## src/rtl/div_unit_pkg.sv

```systemverilog
// Shared definitions for the RV32M divider: operation encodings and small op-decode helpers.
package div_unit_pkg;

  localparam int DIV_OP_WIDTH = 2;

  // Low two bits of funct3 for DIV/DIVU/REM/REMU.
  localparam logic [DIV_OP_WIDTH-1:0] DIV_OP_DIV  = 2'd0;
  localparam logic [DIV_OP_WIDTH-1:0] DIV_OP_DIVU = 2'd1;
  localparam logic [DIV_OP_WIDTH-1:0] DIV_OP_REM  = 2'd2;
  localparam logic [DIV_OP_WIDTH-1:0] DIV_OP_REMU = 2'd3;

  function automatic logic is_signed_op(input logic [DIV_OP_WIDTH-1:0] op);
    return (op == DIV_OP_DIV) || (op == DIV_OP_REM);
  endfunction

  function automatic logic is_rem_op(input logic [DIV_OP_WIDTH-1:0] op);
    return op[1];
  endfunction

endpackage

```

## src/rtl/div_unit.sv

```systemverilog
// Multicycle radix-2 restoring divider for DIV/DIVU/REM/REMU, with sign fix and RISC-V special cases.
// Optional macro DIV_FAST_SPECIAL_EN: divide-by-zero and signed overflow complete without iterating.
module div_unit
  import div_unit_pkg::*;
#(
  parameter int XLEN = 32
) (
  input  logic                    clk,
  input  logic                    resetn,
  input  logic                    div_valid,
  input  logic [DIV_OP_WIDTH-1:0] div_op,
  input  logic [XLEN-1:0]         a,
  input  logic [XLEN-1:0]         b,
  output logic [XLEN-1:0]         result,
  output logic                    div_ready,
  output logic [1:0]              dbg_state
);

  // Handshake: div_valid is held high with stable operands until div_ready; div_ready is a
  // one-cycle pulse with result valid in that cycle. Dropping div_valid while busy aborts.
  typedef enum logic [1:0] {
    IDLE = 2'd0,
    BUSY = 2'd1,
    DONE = 2'd2
  } state_e;

  localparam int CNT_W = $clog2(XLEN + 1);

  state_e                  state_q, state_d;
  logic [DIV_OP_WIDTH-1:0] op_q, op_d;
  logic [XLEN-1:0]         a_q, a_d;
  logic [XLEN-1:0]         bmag_q, bmag_d;
  logic [XLEN-1:0]         quo_q, quo_d;
  logic [XLEN-1:0]         rem_q, rem_d;
  logic [CNT_W-1:0]        cnt_q, cnt_d;
  logic                    quo_neg_q, quo_neg_d;
  logic                    rem_neg_q, rem_neg_d;
  logic                    bzero_q, bzero_d;
  logic                    ovf_q, ovf_d;
  logic [XLEN-1:0]         result_q, result_d;
  logic                    div_ready_q, div_ready_d;

  logic            a_neg, b_neg, in_bzero, in_ovf;
  logic [XLEN:0]   shifted, trial;
  logic [XLEN-1:0] q_fix, r_fix, final_res;

  always_comb begin
    state_d     = state_q;
    op_d        = op_q;
    a_d         = a_q;
    bmag_d      = bmag_q;
    quo_d       = quo_q;
    rem_d       = rem_q;
    cnt_d       = cnt_q;
    quo_neg_d   = quo_neg_q;
    rem_neg_d   = rem_neg_q;
    bzero_d     = bzero_q;
    ovf_d       = ovf_q;
    result_d    = result_q;
    div_ready_d = 1'b0;

    a_neg    = is_signed_op(div_op) & a[XLEN-1];
    b_neg    = is_signed_op(div_op) & b[XLEN-1];
    in_bzero = (b == '0);
    in_ovf   = is_signed_op(div_op) && (a == {1'b1, {(XLEN-1){1'b0}}}) && (b == '1);

    // One restoring step: shift {rem,quo} left and subtract the divisor magnitude.
    shifted = {rem_q, quo_q[XLEN-1]};
    trial   = shifted - {1'b0, bmag_q};

    q_fix = quo_neg_q ? -quo_q : quo_q;
    r_fix = rem_neg_q ? -rem_q : rem_q;
    case (op_q)
      DIV_OP_DIV:  final_res = q_fix;
      DIV_OP_DIVU: final_res = quo_q;
      DIV_OP_REM:  final_res = r_fix;
      default:     final_res = rem_q;
    endcase
    if (bzero_q) begin
      final_res = is_rem_op(op_q) ? a_q : '1;
    end else if (ovf_q) begin
      final_res = is_rem_op(op_q) ? '0 : {1'b1, {(XLEN-1){1'b0}}};
    end

    case (state_q)
      IDLE: begin
        // The request is still high in the cycle after completion; it must not re-trigger.
        if (div_valid && !div_ready_q) begin
          op_d      = div_op;
          a_d       = a;
          quo_d     = a_neg ? -a : a;
          bmag_d    = b_neg ? -b : b;
          rem_d     = '0;
          cnt_d     = CNT_W'(XLEN);
          quo_neg_d = a_neg ^ b_neg;
          rem_neg_d = a_neg;
          bzero_d   = in_bzero;
          ovf_d     = in_ovf;
`ifdef DIV_FAST_SPECIAL_EN
          state_d   = (in_bzero || in_ovf) ? DONE : BUSY;
`else
          state_d   = BUSY;
`endif
        end
      end
      BUSY: begin
        if (!div_valid) begin
          state_d = IDLE;
        end else begin
          if (!trial[XLEN]) begin
            rem_d = trial[XLEN-1:0];
          end else begin
            rem_d = shifted[XLEN-1:0];
          end
          quo_d = {quo_q[XLEN-2:0], ~trial[XLEN]};
          cnt_d = cnt_q - CNT_W'(1);
          if (cnt_q == CNT_W'(1)) begin
            state_d = DONE;
          end
        end
      end
      DONE: begin
        div_ready_d = 1'b1;
        result_d    = final_res;
        state_d     = IDLE;
      end
      default: state_d = IDLE;
    endcase
  end

  always_ff @(posedge clk) begin
    if (!resetn) begin
      state_q     <= IDLE;
      op_q        <= '0;
      a_q         <= '0;
      bmag_q      <= '0;
      quo_q       <= '0;
      rem_q       <= '0;
      cnt_q       <= '0;
      quo_neg_q   <= 1'b0;
      rem_neg_q   <= 1'b0;
      bzero_q     <= 1'b0;
      ovf_q       <= 1'b0;
      result_q    <= '0;
      div_ready_q <= 1'b0;
    end else begin
      state_q     <= state_d;
      op_q        <= op_d;
      a_q         <= a_d;
      bmag_q      <= bmag_d;
      quo_q       <= quo_d;
      rem_q       <= rem_d;
      cnt_q       <= cnt_d;
      quo_neg_q   <= quo_neg_d;
      rem_neg_q   <= rem_neg_d;
      bzero_q     <= bzero_d;
      ovf_q       <= ovf_d;
      result_q    <= result_d;
      div_ready_q <= div_ready_d;
    end
  end

  assign result    = result_q;
  assign div_ready = div_ready_q;
  assign dbg_state = state_q;

endmodule

```

## config.mk

```make
export PLATFORM = sky130hd
export DESIGN_NAME = div_unit
export DESIGN_NICKNAME = d
export VERILOG_FILES = /design/src/rtl/div_unit_pkg.sv /design/src/rtl/div_unit.sv
export SDC_FILE = /design/constraint.sdc
export NUM_CORES = 1
export LEC_CHECK = 0
export CORE_UTILIZATION = 57
export DETAILED_ROUTE_END_ITERATION = 8
export HOLD_SLACK_MARGIN = 0.15
export PLACE_DENSITY = 0.79
export SLEW_MARGIN = 20
export SYNTH_ARGS = -nofsm -noshare
export SYNTH_HDL_FRONTEND = slang
export SYNTH_SLANG_ARGS = --single-unit
```

## constraint.sdc

```tcl
create_clock -name clk -period 3.3 [get_ports clk]
set_input_delay 0.495 -clock clk [delete_from_list [all_inputs] [get_ports clk]]
set_output_delay 0.495 -clock clk [all_outputs]
set_load 0.03 [all_outputs]
```

==> reports/metrics.csv <==
metric;value;unit
largest net degree at the start of global routing;76;
Reg area;3500;µm²
kind of critical path;reg -> reg;
Routed Antenna Nets;0;
Worst EP arrival;3.57;ns
Data required, critical path;3.66;ns
Min Hold Slack;0.441;ns
HPWL Detailed;29400;µm
hold path start;result[14];
Seq pwr share;41.8;%
r2r setup slk;0.09;ns
switching power;1.75;mW
maxcap violations;0;
DRC Markers;0;
final WL;38800;µm
worst min path class;reg -> reg;
design area;14300;µm²
via/cell ratio;6.23;
min Tclk post-route;3.21;ns
Rows;52;
Chip Width;146;µm
most frequent cells in the layout;214 x nand2_1, 175 x dfxtp_1, 164 x o21ai_0;
number of CTS-inserted buffers;17;
met1 GRT Util;50.0;%
Final setup viols;0;
switch share;31.1;%
DP Area;13600;µm²
synthesis-stage register bit count;175;
Die Y-Extent;146;µm
Layout area overhead;20.9;%
commonest non-fill, non-tap cell in the layout;nand2_1;
Final Cycle Share;97.1;%
number of synthesized flops with an enable pin;0;
DR iter-0 viols;1299;
busiest grt layer;met2;
asr flop ratio synth;0;%
Worst VDD drop;334;µV
outcome;complete, no violations;
Hold Path Cell Cnt;2;
filler instances;1708;
hold_buf cts;0;
critical path capture point type;flop;
core region area;20200;µm²
Clock Root Buffer;clkbuf_16;
Slew Limit Fails;0;
Mapped Area;11800;µm²
CTS max path bufs;2;
Final Skew;0.00842;ns
clock insertion delay at the later pin of the skew report;0.43;ns
FF-to-FF Start;quo_q[1];
Top FF cell, synth;dfxtp_1;
Die ar.;21300;µm²
Non-Filler Instances;2011;
overall power;5.63;mW
Final TNS setup;0;ns
Num Clock Sinks;175;
first-pass GRT wire length;60800;µm
Cells after Synth;1601;
fin nets;1837;
Lkg Pwr;5.41;nW
Distinct cells, synth;75;
clock-pin slew on the worst setup and hold paths;0.07;ns
Vias;12500;
Multi-input gate area;7780;µm²
Peak Freq;312;MHz
crit start category;flop;
FF-to-FF path depth;12;
First-pass DRT Iterations;5;
power share of the clock group;35.8;%
WL/cell;19.3;µm
reg-to-reg endpoint;result[16];
Initial Util;58.3;%
vias in the first global route;11300;
worst-margin pin slew;0.965;ns
Syn Area/Cell;7.37;µm²
Rel. slew slack;35.4;%
initial antenna violation count;0;
CTS tree;yes;
pwr dens;395;nW/µm²
syn nets;1710;
Min-Delay Endpoint;result[14];
Logic pwr share;22.4;%
GRT Util Overall;36.4;%
H-tree depth;4;
I/O pin total;104;
Internal;3.88;mW
Seq/Total Area, Yosys;29.7;%
Hold Fails Final Rpt;0;
Inserted Diodes;0;
total placed cells including tap cells;1978;
worst-path fanout max;5;
Port Buf Inserts;103;
Synth Warn #;0;
GRT overflow;0;
met2 GRT Util;55.4;%
GPL Wtd Cong;0.991;
share of cells above drive strength 1;9.76;%
met3 usage;9.40;%
-- worst max-delay path, stage by stage (launching register included) --
cell	delay, ns
dfxtp_1	0.36
inv_1	0.09
ha_1	0.17
or3b_2	0.46
or3_2	0.49
buf_4	0.17
or4_1	0.42
a21oi_1	0.16
nor3b_1	0.06
o21ai_1	0.24
o21a_1	0.19
o221ai_2	0.14
a31oi_1	0.17
-- worst max-delay path by stage --
stage | slack [ns] | startpoint | to
6_report | 0.09 | quo_q[1] | result[16]
3_3_place_gp | -0.17 | b[0] | bmag_q[29]
2_1_floorplan | 0.32 | b[0] | bmag_q[29]
4_1_cts | 0.09 | bmag_q[7] | rem_q[14]
5_1_grt | -0.02 | quo_q[1] | result[16]
3_5_place_dp | -0.24 | b[0] | bmag_q[29]
-- cell usage after synthesis, drive strengths merged (17+ instances only) --
cell type / count / share of area, %
a211oi: 45 / 2.9
a21oi: 138 / 5.9
a31oi: 34 / 1.8
clkbuf: 84 / 2.7
dfxtp: 175 / 30
ha: 39 / 4.1
inv: 59 / 1.9
mux2i: 26 / 2.2
nand2: 214 / 6.8
nand2b: 21 / 1.1
nor2: 162 / 5.2
nor3: 22 / 1.1
nor4: 23 / 1.3
o211ai: 19 / 1.2
o21ai: 167 / 7.1
o31ai: 24 / 1.6
or3: 25 / 1.3
or4: 17 / 1.1
xnor2: 61 / 4.5
xor2: 65 / 4.8
-- per-layer routing --
metal  up-vias  part of all wire (%)
li1       6003                     -
met1      5880                    42
met3        73                    11
met4         0                   2.7
met2       568                    44
met5         -                     0
-- flip-flops by register name (all words and copies together), names as in the netlist --
signal,cells
result,32
rem_q,32
ovf_q,1
bzero_q,1
rem_neg_q,1
op_q,2
quo_q,32
quo_neg_q,1
a_q,32
dbg_state,2
cnt_q,6
div_ready,1
bmag_q,32
-- power by group through the flow --
stage | logic [mW] | registers [mW] | clock network [mW]
floorplan | 0.794 | 2.34 | 0
global placement | 1.20 | 2.38 | 0
detailed placement | 1.22 | 2.39 | 0
CTS | 1.23 | 2.34 | 2.02
global route | 1.38 | 2.36 | 2.12
finish | 1.26 | 2.35 | 2.02
-- final cells by class --
class / instances / share of cell area [%]
inverters: 60 / 1.59
flip-flops and latches: 175 / 24.6
repair buffers: 203 / 12.8
clock buffers: 20 / 3.13
well taps: 270 / 2.37
multi-input cells: 1271 / 54.6
clock inverters: 12 / 0.947
-- per-stage QoR --
stage,worst slack (ns),utilization [%]
floorplan,0.315,-
global placement,-0.175,67.3
detailed placement,-0.239,67.3
CTS,0.0866,70.2
global route,-0.0171,70.5
finish,0.0947,70.5
-- what timing repair did --
item                                   in CTS  in global routing
gates resized for setup                     0                 12
setup buffers                               0                  1
endpoints found under the hold margin       0                  0
setup endpoints to repair                   0                 26
-- logic make-up (layout without fill, tap and decap cells) --
logic type                 after synthesis  count (layout)  synth area share [%]
buffers and inverters                  155             295                  4.99
and+or+nand+nor                        551             551                  21.6
xor gates and xnor gates               126             126                  9.35
DFF                                    175             175                  29.7
adders and majority gates               40              40                  4.31
muxes                                   30              30                  2.59
AOI/OAI and AO/OA                      524             524                  27.5
No activity file was read; power rests on OpenSTA's default activity.
